### src/rtl/pipeline_hazard_ctrl_pkg.sv
// Shared types and constants for the pipeline hazard controller.
// Holds the FSM state enum, forward selects and the forwarding compare helper.
package pipeline_hazard_ctrl_pkg;

    localparam int REG_W = 5;

    typedef enum logic [1:0] {
        RUN      = 2'd0,
        MEM_WAIT = 2'd1,
        MEM_ERR  = 2'd2
    } hz_state_t;

    localparam logic [1:0] FWD_RF = 2'b00;
    localparam logic [1:0] FWD_EM = 2'b01;
    localparam logic [1:0] FWD_WB = 2'b10;

    // EM wins over MW; x0 is hardwired zero and is never forwarded.
    function automatic logic [1:0] fwd_sel(
        input logic [REG_W-1:0] rs,
        input logic [REG_W-1:0] em_rd,
        input logic             em_we,
        input logic [REG_W-1:0] mw_rd,
        input logic             mw_we
    );
        if (em_we && em_rd != '0 && em_rd == rs)
            return FWD_EM;
        else if (mw_we && mw_rd != '0 && mw_rd == rs)
            return FWD_WB;
        else
            return FWD_RF;
    endfunction

endpackage

### src/rtl/pipeline_hazard_ctrl_fwd_unit.sv
// EX-stage operand forwarding compare (purely combinational).
// Ports: DE rs1/rs2, EM/MW rd + write enables in; fwd_a/fwd_b selects out.
module pipeline_fwd_unit
    import pipeline_hazard_ctrl_pkg::*;
(
    input  logic [REG_W-1:0] de_rs1,
    input  logic [REG_W-1:0] de_rs2,
    input  logic [REG_W-1:0] em_rd,
    input  logic             em_reg_write,
    input  logic [REG_W-1:0] mw_rd,
    input  logic             mw_reg_write,
    output logic [1:0]       fwd_a,
    output logic [1:0]       fwd_b
);

    assign fwd_a = fwd_sel(de_rs1, em_rd, em_reg_write, mw_rd, mw_reg_write);
    assign fwd_b = fwd_sel(de_rs2, em_rd, em_reg_write, mw_rd, mw_reg_write);

endmodule

### src/rtl/pipeline_hazard_ctrl.sv
// 5-stage pipeline sequencing: stalls, flushes, forwarding, memory wait FSM.
// Ports: hazard/regfile indices and mem handshake in; stall/flush/fwd, error, perf counters out.
module pipeline_hazard_ctrl
    import pipeline_hazard_ctrl_pkg::*;
#(
    parameter int MEM_TIMEOUT = 16,
    parameter int CNT_W       = 32
) (
    input  logic             clk_i,
    input  logic             reset_i,
    input  logic [REG_W-1:0] d_rs1_i,
    input  logic [REG_W-1:0] d_rs2_i,
    input  logic             d_uses_rs1_i,
    input  logic             d_uses_rs2_i,
    input  logic [REG_W-1:0] de_rs1_i,
    input  logic [REG_W-1:0] de_rs2_i,
    input  logic [REG_W-1:0] de_rd_i,
    input  logic             de_mem_read_i,
    input  logic [REG_W-1:0] em_rd_i,
    input  logic             em_reg_write_i,
    input  logic [REG_W-1:0] mw_rd_i,
    input  logic             mw_reg_write_i,
    input  logic             em_pc_select_i,
    input  logic             mem_req_i,
    input  logic             mem_ack_i,
    output logic             stall_f_o,
    output logic             stall_d_o,
    output logic             stall_e_o,
    output logic             stall_m_o,
    output logic             flush_d_o,
    output logic             flush_e_o,
    output logic             flush_m_o,
    output logic             flush_w_o,
    output logic [1:0]       fwd_a_o,
    output logic [1:0]       fwd_b_o,
    output logic             mem_err_o,
    output logic [CNT_W-1:0] stall_cnt_o,
    output logic [CNT_W-1:0] flush_cnt_o
);

    localparam int WCW = 16;
    localparam logic [WCW-1:0] WAIT_LAST = WCW'(MEM_TIMEOUT - 1);

    hz_state_t      state;
    logic [WCW-1:0] wait_cnt;
    logic           load_use;
    logic           freeze;

    pipeline_fwd_unit u_fwd (
        .de_rs1       (de_rs1_i),
        .de_rs2       (de_rs2_i),
        .em_rd        (em_rd_i),
        .em_reg_write (em_reg_write_i),
        .mw_rd        (mw_rd_i),
        .mw_reg_write (mw_reg_write_i),
        .fwd_a        (fwd_a_o),
        .fwd_b        (fwd_b_o)
    );

    assign load_use = de_mem_read_i && (de_rd_i != '0) &&
                      ((d_uses_rs1_i && d_rs1_i == de_rd_i) ||
                       (d_uses_rs2_i && d_rs2_i == de_rd_i));

    // An ack in the request cycle never freezes; MEM_ERR freezes forever.
    assign freeze = (state == RUN      && mem_req_i && !mem_ack_i) ||
                    (state == MEM_WAIT && !mem_ack_i) ||
                    (state == MEM_ERR);

    always_comb begin
        stall_f_o = 1'b0;
        stall_d_o = 1'b0;
        stall_e_o = 1'b0;
        stall_m_o = 1'b0;
        flush_d_o = 1'b0;
        flush_e_o = 1'b0;
        flush_m_o = 1'b0;
        flush_w_o = 1'b0;
        if (freeze) begin
            // Upstream held; MW drains so a stale writeback never repeats.
            stall_f_o = 1'b1;
            stall_d_o = 1'b1;
            stall_e_o = 1'b1;
            stall_m_o = 1'b1;
            flush_w_o = 1'b1;
        end else if (em_pc_select_i) begin
            // Load-use consumer is on the wrong path, so it is dropped.
            flush_d_o = 1'b1;
            flush_e_o = 1'b1;
            flush_m_o = 1'b1;
        end else if (load_use) begin
            stall_f_o = 1'b1;
            stall_d_o = 1'b1;
            flush_e_o = 1'b1;
        end
    end

    always_ff @(posedge clk_i or posedge reset_i) begin
        if (reset_i) begin
            state       <= RUN;
            wait_cnt    <= '0;
            mem_err_o   <= 1'b0;
            stall_cnt_o <= '0;
            flush_cnt_o <= '0;
        end else begin
            unique case (state)
                RUN: begin
                    if (mem_req_i && !mem_ack_i) begin
                        state    <= MEM_WAIT;
                        wait_cnt <= WCW'(1);
                    end
                end
                MEM_WAIT: begin
                    if (mem_ack_i) begin
                        state    <= RUN;
                        wait_cnt <= '0;
                    end else if (wait_cnt == WAIT_LAST) begin
                        state     <= MEM_ERR;
                        mem_err_o <= 1'b1;
                    end else begin
                        wait_cnt <= wait_cnt + WCW'(1);
                    end
                end
                MEM_ERR: begin
                    state <= MEM_ERR;
                end
                default: begin
                    state <= RUN;
                end
            endcase
            if (stall_f_o && stall_cnt_o != '1)
                stall_cnt_o <= stall_cnt_o + CNT_W'(1);
            if (flush_m_o && flush_cnt_o != '1)
                flush_cnt_o <= flush_cnt_o + CNT_W'(1);
        end
    end

endmodule
### config.mk
export PLATFORM = sky130hd
export DESIGN_NAME = pipeline_hazard_ctrl
export DESIGN_NICKNAME = d
export VERILOG_FILES = /design/src/rtl/pipeline_hazard_ctrl_pkg.sv /design/src/rtl/pipeline_hazard_ctrl_fwd_unit.sv /design/src/rtl/pipeline_hazard_ctrl.sv
export SDC_FILE = /design/constraint.sdc
export NUM_CORES = 1
export LEC_CHECK = 0
export ABC_AREA = 1
export BUFFER_PORTS_ARGS = -buffer_cell sky130_fd_sc_hd__clkbuf_2
export CAP_MARGIN = 20
export CORE_MARGIN = 2
export CORE_UTILIZATION = 40
export DETAILED_ROUTE_END_ITERATION = 10
export GPL_TIMING_DRIVEN = 0
export HOLD_SLACK_MARGIN = 0.1
export SYNTH_ARGS = -nofsm -noshare
export SYNTH_HDL_FRONTEND = slang
export SYNTH_SLANG_ARGS = --single-unit
### constraint.sdc
create_clock -name clk_i -period 3.2 [get_ports clk_i]
set_clock_uncertainty 0.15 [all_clocks]
set_input_delay 0.16 -clock clk_i [delete_from_list [all_inputs] [get_ports clk_i]]
set_output_delay 0.16 -clock clk_i [all_outputs]
set_load 0.005 [all_outputs]
==> impl_summary.txt, run 1 <==
----------------------------------------------------
[Global routing]
  Pin count of the biggest net entering global routing ... 61
  GRT Total Usage ... 20.0%
  Global route overflow ... 0
  Wire length of the first global-routing pass ... 25500 um
  Vias in the first global route ... 5186
  Number of antenna violations at the first check in global routing ... 0

[Detailed routing]
  Vias ... 5678
  Wirelength, routed ... 15300 um
  Final routed wire length divided by cell count ... 12.9 um
  Length of the first detailed-routing pass in iterations ... 5
  Count of nets left with antenna violations after detail routing ... 0
  Via count normalized by instance count ... 4.81
  First DRT Iteration DRCs ... 316
  Post-route DRC ... 0

[Timing]
  Relative slew margins ... 58.2%
  Period Utilization, post-route ... 70.4%
  Max Freq ... 444 MHz
  Slew at the pin closest to its max-slew limit ... 0.622 ns
  Final hold violation count ... 0
  Number of pins with negative max-slew slack in the final report ... 0
  Setup violation total in the final timing report ... 0
  Hold slack final ... 0.174 ns
  Final min period ... 2.25 ns
  Setup repair after global routing missed its margin ... false
  Worst Setup Slack, final ... 0.948 ns

[Yosys]
  Yosys warning total ... 0
  Number of instances in the synthesized netlist ... 857
  Leading area contributor after synthesis ... sky130_fd_sc_hd__dfrtp_1
  Number of register bits inferred by synthesis ... 83
  Share of synthesized area occupied by flip-flops and latches ... 35.7%
  Most frequent cell after synthesis ... sky130_fd_sc_hd__nand2_1
  Average cell area after synthesis ... 6.79 sq um
  Post-synth EDFFs ... 0
  Net Count, Synth ... 905
  Leading post-synthesis cells by instance count ... sky130_fd_sc_hd__nand2_1 (306), sky130_fd_sc_hd__nor2_1 (123), sky130_fd_sc_hd__dfrtp_1 (83)
  Top FF cell, synth ... sky130_fd_sc_hd__dfrtp_1
  Cell types with the largest area share after synthesis ... sky130_fd_sc_hd__dfrtp_1 (36%), sky130_fd_sc_hd__nand2_1 (20%), sky130_fd_sc_hd__nor2_1 (7.9%)
  Top cell type's share of synthesized area ... 35.7%
  Post-synthesis instance area ... 5820 sq um
  Number of unique standard cell types used by synthesis ... 38
  Ys async rst share ... 100%

[Die]
  Die Outline Area ... 15500 sq um
  Effective utilization at floorplan ... 40.5%
  Die Wd ... 125 um
  Number of ports placed on the die boundary ... 122
  Row count ... 44
  Core region area ... 14400 sq um
  Die Span Y ... 125 um

[Final layout]
  Synthesis-to-finish area growth ... 21.0%
  Final Net Count ... 1040
  Share of post-route cells with drive strength above 1 ... 18.5%
  Count of antenna diodes in the layout ... 0
  Post-layout utilization of the core ... 49.0%
  Final Instance Area ... 7040 sq um

[Setup path]
  Highest net fanout along the worst path ... 11
  Kind of launch point of the worst setup path ... primary input
  Data required, critical path ... 2.89 ns
  Endpoint class of the critical path ... output port
  Arrival time at the worst endpoint ... 1.94 ns
  Kind of critical path ... primary input to output port

[Clocking]
  Clock Latency Late Sink ... 0.34 ns
  Number of buffers inserted during clock tree synthesis ... 9
  Root buf cell ... sky130_fd_sc_hd__clkbuf_16
  Clock transition at the registers of the reported paths ... 0.06 ns
  Clock buffer depth ... 2
  Post-CTS setup buffers ... 0
  H-tree depth reported by CTS ... 3
  Sinks on Clock Net ... 83
  CTS tree ... done

[Placed design]
  Global placement routability congestion ... 0.888
  Instance area after placement ... 6680 sq um
  Worst slack, placed ... 1.07 ns
  # port buffers ... 120
  Post-detailed-placement half-perimeter wirelength ... 12000 um

[Min path]
  Min-Delay Path Class ... primary input to async pin

[Pwr]
  Static Leakage ... 0.00362 uW
  Post-layout power ... 2340 uW
  Areal power density over the cells ... 332 nW/um^2
  Worst IR Drop VDD ... 0.240 mV

[Outcome]
  Status ... completed

[Run]
  Max-cap viol count ... 0

----------------------------------------------------
==> cell families after synthesis <==
kind of cell / Yosys count / synth area share [%]
xor gates and xnor gates: 71 / 10.7
AOI/OAI and AO/OA: 35 / 3.70
buffers and inverters: 97 / 7.42
DFF: 83 / 35.7
adders and majority gates: 3 / 0.645
and+or+nand+nor: 568 / 41.8
==> report_power, final <==
group / switching [uW] / internal [uW]
Clock: 428 / 725
Combinational: 75.1 / 55.0
Sequential: 3.01 / 1050
==> metal layers <==
layer | global-route usage, % | wire, um | vias up
met5 | 0 | 0 | -
met4 | 3.90 | 116 | 0
met3 | 4.55 | 856 | 9
met2 | 31.8 | 6970 | 135
met1 | 28.2 | 7300 | 2570
li1 | - | - | 2964
==> metrics by stage <==
| step | std cells | TNS (ns) |
|---|---|---|
| CTS | 1181 | 0 |
| global route | 1181 | 0 |
| detailed placement | 1162 | 0 |
| finish | 1181 | 0 |
| floorplan | 857 | 0 |
| global placement | 1161 | -27.45 |
==> flip-flops by register name (all words and copies together) (netlist names) <==
name and count:
flush_cnt_o 32, wait_cnt 16, stall_cnt_o 32, state 2, mem_err_o 1
==> cells in the final DEF (no fill, tap or decap), drive strengths merged <==
cell type    instances
xor2                52
buf                 20
dlygate4sd3          3
a22o                 1
inv                 77
nand4               14
clkinvlp             1
ha                   3
bufinv               2
o21ai               21
nor3                21
a21boi               1
nor2               130
o41ai                3
or2                  3
o31ai                3
nand3               73
a21oi                4
a31oi                1
nand3b               7
nand2              314
nor4                 3
nor2b                1
clkinv               1
clkbuf             133
o21a                 1
xnor2               19
and3                 2
dfrtp               83
==> critical path, stage by stage <==
cell and delay [ns]:
sky130_fd_sc_hd__dlygate4sd3_1 0.53, sky130_fd_sc_hd__buf_4 0.18, sky130_fd_sc_hd__inv_4 0.11, sky130_fd_sc_hd__nand2_2 0.07, sky130_fd_sc_hd__nand2_1 0.09, sky130_fd_sc_hd__nand2_2 0.08, sky130_fd_sc_hd__nand2_2 0.21, sky130_fd_sc_hd__buf_2 0.28
sky130_fd_sc_hd__buf_4 0.14, sky130_fd_sc_hd__clkbuf_2 0.10
==> layout make-up <==
cell class / count / area [sq um]
fill: 1467 / 7330
clock inverter: 4 / 72.6
timing repair buffer: 124 / 658
inverter: 77 / 294
multi-input combinational: 677 / 3310
clock buffer: 12 / 256
tap: 184 / 230
sequential: 83 / 2080
buffer: 20 / 140
==> timing repair <==
action | 4_1_cts | 5_1_grt
endpoints found under the setup margin | 0 | 0
hold endpoints to repair | 95 | 0
hold buffers | 3 | 0
gates resized for setup | 0 | 0
==> final timing paths <==
check | startpoint | endpoint | slack (ns) | cells past startpoint
min in group clk_i | de_mem_read_i | stall_cnt_o[30] | 0.30 | 7
setup reg to reg | wait_cnt[0] | wait_cnt[6] | 1.07 | 8
max in group asynchronous | reset_i | flush_cnt_o[24] | 2.13 | 4
hold reg to reg | mem_err_o | mem_err_o | 0.32 | 2
setup / recovery | mem_ack_i | stall_f_o | 0.95 | 10
hold / removal | reset_i | mem_err_o | 0.17 | 3
No activity file was read; power rests on OpenSTA's default activity.
==> run 2, diff against run 1 <==
==> constraint.sdc (replaced) <==
create_clock -name clk_i -period 2.1 [get_ports clk_i]
set_clock_uncertainty 0.15 [all_clocks]
set_input_delay 0.105 -clock clk_i [delete_from_list [all_inputs] [get_ports clk_i]]
set_output_delay 0.105 -clock clk_i [all_outputs]
set_load 0.005 [all_outputs]
==> run 2 against run 1 <==
  * Critical path depth down 2
  * Sequential power up 53%
  * Worst hold slack better by 0.031 ns
  * Routed wire length up 0.69%
  * Total power up 47%
  * Clock power up 41%
  * First-iteration DRC count up 4.1%
  * Die area unchanged
  * Register-to-register slack worse by 0.97 ns
  * Cell area up 2.4%
  * Critical endpoint is now wait_cnt[10]
  * Highest routed layer unchanged
==> impl_summary.txt, run 2 (same netlist as run 1, synthesis figures left out) <==
----------------------------------------------------
[Outcome]
  Status ... completed

[Setup path]
  Kind of launch point of the worst setup path ... flip-flop
  Top cell by count, worst path ... sky130_fd_sc_hd__nand2_1
  Startpoint of the worst setup timing path ... wait_cnt[3]
  Ordered cell list for the critical path ... inv_1 > nor3_1 > nand3_1 > xor2_1 > nor2_1 > dlygate4sd3_1 > nand2_1 > nand2_1
  Endpoint class of the critical path ... flip-flop
  Total buffers and inverters traversed by the critical path ... 2
  Kind of critical path ... flip-flop to flip-flop
  Highest net fanout along the worst path ... 5
  Data required, critical path ... 2.18 ns
  Kind of cell adding the most delay to the critical path ... buffers and inverters
  Largest stage delay on the critical path ... 0.55 ns
  Arrival time at the worst endpoint ... 2.08 ns
  Startpoint of the worst-slack reg-to-reg timing path ... wait_cnt[3]
  Critical-path top delay cell ... sky130_fd_sc_hd__dlygate4sd3_1

[Pwr]
  Static Leakage ... 0.00369 uW
  Worst IR Drop VDD ... 0.391 mV
  Sequential power share ... 46.9%
  Relative contribution of combinational cells to total power ... 5.9%
  Part of the power in the clock network ... 47.2%
  Areal power density over the cells ... 476 nW/um^2
  Switching pwr ... 786 uW
  Internal cell power ... 2640 uW
  Switch share ... 22.9%
  Post-layout power ... 3430 uW

[Timing]
  Setup violation total in the final timing report ... 0
  Final hold violation count ... 0
  Max Freq ... 501 MHz
  Worst Setup Slack, final ... 0.104 ns
  Setup repair after global routing missed its margin ... true
  Period Utilization, post-route ... 95.0%
  Slew at the pin closest to its max-slew limit ... 0.577 ns
  Final min period ... 2.00 ns
  Number of pins with negative max-slew slack in the final report ... 0
  Relative slew margins ... 61.4%

[Detailed routing]
  Wirelength, routed ... 15400 um
  Final routed wire length divided by cell count ... 12.8 um
  Post-route DRC ... 0
  Count of nets left with antenna violations after detail routing ... 0
  Vias ... 5776
  Length of the first detailed-routing pass in iterations ... 5
  Via count normalized by instance count ... 4.82
  First DRT Iteration DRCs ... 329

[Die]
  Die Outline Area ... 15500 sq um
  Effective utilization at floorplan ... 40.5%
  Row count ... 44
  Die Wd ... 125 um
  Core region area ... 14400 sq um
  Number of ports placed on the die boundary ... 122
  Die Span Y ... 125 um

[Placed design]
  # port buffers ... 120
  Instance area after placement ... 6690 sq um
  Global placement routability congestion ... 0.901
  Post-detailed-placement half-perimeter wirelength ... 12100 um
  Worst slack, placed ... -0.0313 ns
  Post-Place Cells ... 1163

[Final layout]
  Number of fill cells in the layout ... 1527
  Synthesis-to-finish area growth ... 23.9%
  Area used by multi-input combinational logic ... 3350 sq um
  Commonest non-fill, non-tap cell in the layout ... sky130_fd_sc_hd__nand2_1
  Area taken by flip-flops and latches ... 2080 sq um
  Final Net Count ... 1057
  Share of post-route cells with drive strength above 1 ... 20.3%
  Final Instance Area ... 7210 sq um
  Largest regs ... flush_cnt_o: 32 flops, stall_cnt_o: 32 flops, wait_cnt: 16 flops
  Final standard cell count with taps included and fillers excluded ... 1198
  Count of antenna diodes in the layout ... 0
  Highest-count cells in the layout ignoring fill and taps ... sky130_fd_sc_hd__nand2_1 (306), sky130_fd_sc_hd__nor2_1 (120), sky130_fd_sc_hd__clkbuf_2 (120)
  Post-layout utilization of the core ... 50.2%

[Clocking]
  Root buf cell ... sky130_fd_sc_hd__clkbuf_16
  Number of buffers inserted during clock tree synthesis ... 9
  Sinks on Clock Net ... 83
  H-tree depth reported by CTS ... 3
  CTS tree ... done
  Clock buffer depth ... 2
  Clock transition at the registers of the reported paths ... 0.06 ns
  Clock Latency Late Sink ... 0.34 ns

[Global routing]
  Global route overflow ... 0
  Met1 global-route usage ... 27.9%
  Number of antenna violations at the first check in global routing ... 0
  Pin count of the biggest net entering global routing ... 36
  Met3 usage in global routing ... 4.25%
  Wire length of the first global-routing pass ... 26000 um
  GRT Total Usage ... 20.2%
  Vias in the first global route ... 5367
  Busiest grt layer ... met2
  Global Route met2 Usage ... 32.6%

[Min path]
  Min-Delay Path Class ... primary input to async pin

[Run]
  Max-cap viol count ... 0

----------------------------------------------------
==> run 2: what timing repair did <==
item	4_1_cts	5_1_grt
gates cloned	0	0
setup buffers	0	10
gates resized for setup	4	14
hold buffers	9	0
hold endpoints to repair	99	0
pin swaps	0	4
endpoints found under the setup margin	10	57
==> run 2: layer usage <==
layer | vias to the layer above | wire length, um
li1 | 2995 | -
met3 | 14 | 786
met5 | - | 0
met2 | 139 | 7040
met1 | 2628 | 7340
met4 | 0 | 194
==> run 2: tightest hold or removal path: stages <==
cell and delay, ns:
sky130_fd_sc_hd__dlygate4sd3_1 0.53, sky130_fd_sc_hd__clkbuf_2 0.12, sky130_fd_sc_hd__clkinvlp_4 0.39
==> run 2: final timing paths <==
check	cells past startpoint	endpoint	slack [ns]
setup / recovery	8	wait_cnt[10]	0.10
hold / removal	3	state[0]	0.20
setup reg to reg	8	wait_cnt[10]	0.10
hold reg to reg	2	mem_err_o	0.33
max in group asynchronous	4	stall_cnt_o[0]	1.01
min in group clk_i	7	stall_cnt_o[30]	0.20
==> run 2: power by group through the flow <==
stage / clock [uW] / combinational [uW] / sequential, uW
2_1_floorplan: 0 / 108 / 1640
3_3_place_gp: 0 / 191 / 1640
3_5_place_dp: 0 / 202 / 1640
4_1_cts: 1660 / 209 / 1610
5_1_grt: 1720 / 235 / 1610
6_report: 1620 / 204 / 1610
==> run 2: area by class of cell <==
cell class / instances / share of cell area [%]
sequential: 83 / 28.9
inverter: 77 / 4.10
clock inverter: 4 / 0.694
clock buffer: 12 / 3.42
timing repair buffer: 141 / 11.2
multi-input combinational: 677 / 46.5
buffer: 20 / 2.01
tap: 184 / 3.19
==> run 2: per-stage QoR <==
step | hold WS [ns] | TNS [ns]
4_1_cts | 0.219 | 0
3_5_place_dp | 0.0371 | -0.0979
5_1_grt | 0.249 | -0.0386
2_1_floorplan | 0.200 | 0
6_report | 0.204 | 0
3_3_place_gp | 0.269 | -0.258
==> run 3, diff against run 2 <==
==> constraint.sdc (replaced) <==
create_clock -name clk_i -period 2.1 [get_ports clk_i]
set_clock_uncertainty 0.15 [all_clocks]
set_input_delay 0.315 -clock clk_i [delete_from_list [all_inputs] [get_ports clk_i]]
set_output_delay 0.315 -clock clk_i [all_outputs]
set_load 0.005 [all_outputs]
==> run 3 against run 2 <==
  * Sequential cell count unchanged
  * Setup slack got worse by 0.023 ns
  * Sequential power is essentially flat
  * Combinational power down 2%
  * Critical path type is now flip-flop to output port
  * Largest cell class unchanged
  * Highest routed layer unchanged
==> impl_summary.txt, run 3 (same netlist as run 1, synthesis figures left out) <==
----------------------------------------------------
[Detailed routing]
  Final routed wire length divided by cell count ... 12.8 um
  Vias ... 5750
  Wirelength, routed ... 15300 um
  Post-route DRC ... 0
  Length of the first detailed-routing pass in iterations ... 5
  Count of nets left with antenna violations after detail routing ... 0
  First DRT Iteration DRCs ... 365
  Via count normalized by instance count ... 4.83

[Pwr]
  Static Leakage ... 0.00367 uW
  Sequential power share ... 46.9%
  Worst IR Drop VDD ... 0.390 mV
  Areal power density over the cells ... 479 nW/um^2
  Internal cell power ... 2640 uW
  Switch share ... 23.0%
  Relative contribution of combinational cells to total power ... 5.8%
  Part of the power in the clock network ... 47.3%
  Switching pwr ... 787 uW
  Post-layout power ... 3430 uW

[Die]
  Effective utilization at floorplan ... 40.5%
  Core region area ... 14400 sq um
  Die Wd ... 125 um
  Row count ... 44
  Die Outline Area ... 15500 sq um
  Number of ports placed on the die boundary ... 122
  Die Span Y ... 125 um

[Global routing]
  Wire length of the first global-routing pass ... 25900 um
  Number of antenna violations at the first check in global routing ... 0
  Pin count of the biggest net entering global routing ... 36
  Global route overflow ... 0
  GRT Total Usage ... 20.2%
  Vias in the first global route ... 5323

[Setup path]
  Data required, critical path ... 1.63 ns
  Endpoint class of the critical path ... output port
  Total buffers and inverters traversed by the critical path ... 3
  Ordered cell list for the critical path ... nor2_2 > nand2_1 > nand2_2 > nand2_4 > buf_6 > buf_4 > clkbuf_2
  Kind of launch point of the worst setup path ... flip-flop
  Arrival time at the worst endpoint ... 1.55 ns
  Kind of critical path ... flip-flop to output port
  Critical-path top delay cell ... sky130_fd_sc_hd__dfrtp_1
  Highest net fanout along the worst path ... 11
  Kind of cell adding the most delay to the critical path ... flip-flops
  Largest stage delay on the critical path ... 0.42 ns

[Clocking]
  Root buf cell ... sky130_fd_sc_hd__clkbuf_16
  Sinks on Clock Net ... 83
  Clock Latency Late Sink ... 0.34 ns
  Clock buffer depth ... 2
  H-tree depth reported by CTS ... 3
  Number of buffers inserted during clock tree synthesis ... 9
  Clock transition at the registers of the reported paths ... 0.06 ns
  CTS tree ... done

[Timing]
  Final hold violation count ... 0
  Slew at the pin closest to its max-slew limit ... 0.575 ns
  Relative slew margins ... 61.6%
  Final min period ... 2.02 ns
  Period Utilization, post-route ... 96.1%
  Number of pins with negative max-slew slack in the final report ... 0
  Setup repair after global routing missed its margin ... true
  Max Freq ... 495 MHz
  Setup violation total in the final timing report ... 0

[Final layout]
  Area used by multi-input combinational logic ... 3370 sq um
  Share of post-route cells with drive strength above 1 ... 20.9%
  Commonest non-fill, non-tap cell in the layout ... sky130_fd_sc_hd__nand2_1
  Highest-count cells in the layout ignoring fill and taps ... sky130_fd_sc_hd__nand2_1 (306), sky130_fd_sc_hd__clkbuf_2 (120), sky130_fd_sc_hd__nor2_1 (118)
  Final Net Count ... 1050
  Area taken by flip-flops and latches ... 2080 sq um
  Largest regs ... flush_cnt_o: 32 flops, stall_cnt_o: 32 flops, wait_cnt: 16 flops
  Count of antenna diodes in the layout ... 0
  Final Instance Area ... 7150 sq um
  Number of fill cells in the layout ... 1533
  Synthesis-to-finish area growth ... 23.0%

[Placed design]
  Post-detailed-placement half-perimeter wirelength ... 12100 um
  Instance area after placement ... 6690 sq um
  Global placement routability congestion ... 0.901
  # port buffers ... 120

[Outcome]
  Status ... completed

[Run]
  Max-cap viol count ... 0

[Min path]
  Min-Delay Path Class ... primary input to flip-flop

----------------------------------------------------
[run 3: changes by cell type in the layout (fill, tap and decap cells not counted), sizes merged]
cell | before | now
dlygate4sd3 | 9 | 1
buf | 31 | 32
[run 3: area by class of cell]
cell class | instances | share of cell area [%]
Clock inverter | 4 | 0.700
Clock buffer | 12 | 3.45
Timing Repair Buffer | 134 | 10.2
Sequential cell | 83 | 29.1
Tap cell | 184 | 3.22
Multi-Input combinational cell | 677 | 47.1
Inverter | 77 | 4.13
Buffer | 20 | 2.08
[run 3: stage by stage]
stage / hold slack [ns] / TNS (ns) / setup WS [ns] / std cells / util (%)
floorplan: 0.308 / 0 / 0.312 / 857 / -
global placement: 0.305 / -0.315 / -0.0606 / 1161 / 46.3
detailed placement: 0.247 / -0.164 / -0.0662 / 1163 / 46.6
CTS: 0.117 / 0 / 0.00751 / 1181 / 48.9
global route: 0.136 / -0.0397 / -0.0139 / 1191 / 49.8
finish: 0.132 / 0 / 0.0817 / 1191 / 49.8
[run 3: routing by layer]
| layer | routed length (um) | track usage (%) | up-vias |
|---|---|---|---|
| li1 | - | - | 2985 |
| met1 | 7360 | 27.9 | 2629 |
| met2 | 6990 | 32.3 | 122 |
| met3 | 726 | 4.25 | 14 |
| met4 | 194 | 4.82 | 0 |
| met5 | 0 | 0 | - |
[run 3: final timing paths]
path / from / to / slack, ns / cells past startpoint
setup / recovery: state[0] / stall_f_o / 0.08 / 7
hold / removal: mem_ack_i / wait_cnt[14] / 0.13 / 2
setup reg to reg: stall_cnt_o[1] / stall_cnt_o[22] / 0.10 / 9
hold reg to reg: mem_err_o / mem_err_o / 0.33 / 2
max in group asynchronous: reset_i / stall_cnt_o[0] / 0.81 / 4
min in group asynchronous: reset_i / state[0] / 0.41 / 3
[run 3: power groups by stage]
stage / Combinational, uW / Clock [uW] / Sequential [uW]
after global placement: 191 / 0 / 1640
final: 199 / 1620 / 1610
after floorplan: 108 / 0 / 1640
after CTS: 204 / 1660 / 1610
after global routing: 229 / 1720 / 1610
after detailed placement: 202 / 0 / 1640
[run 3: repair_timing]
item,in CTS,in global routing
endpoints found under the setup margin,12,57
hold buffers,1,0
setup buffers,1,10
gates resized for setup,8,13
pin swaps,1,4
endpoints found under the hold margin,22,0
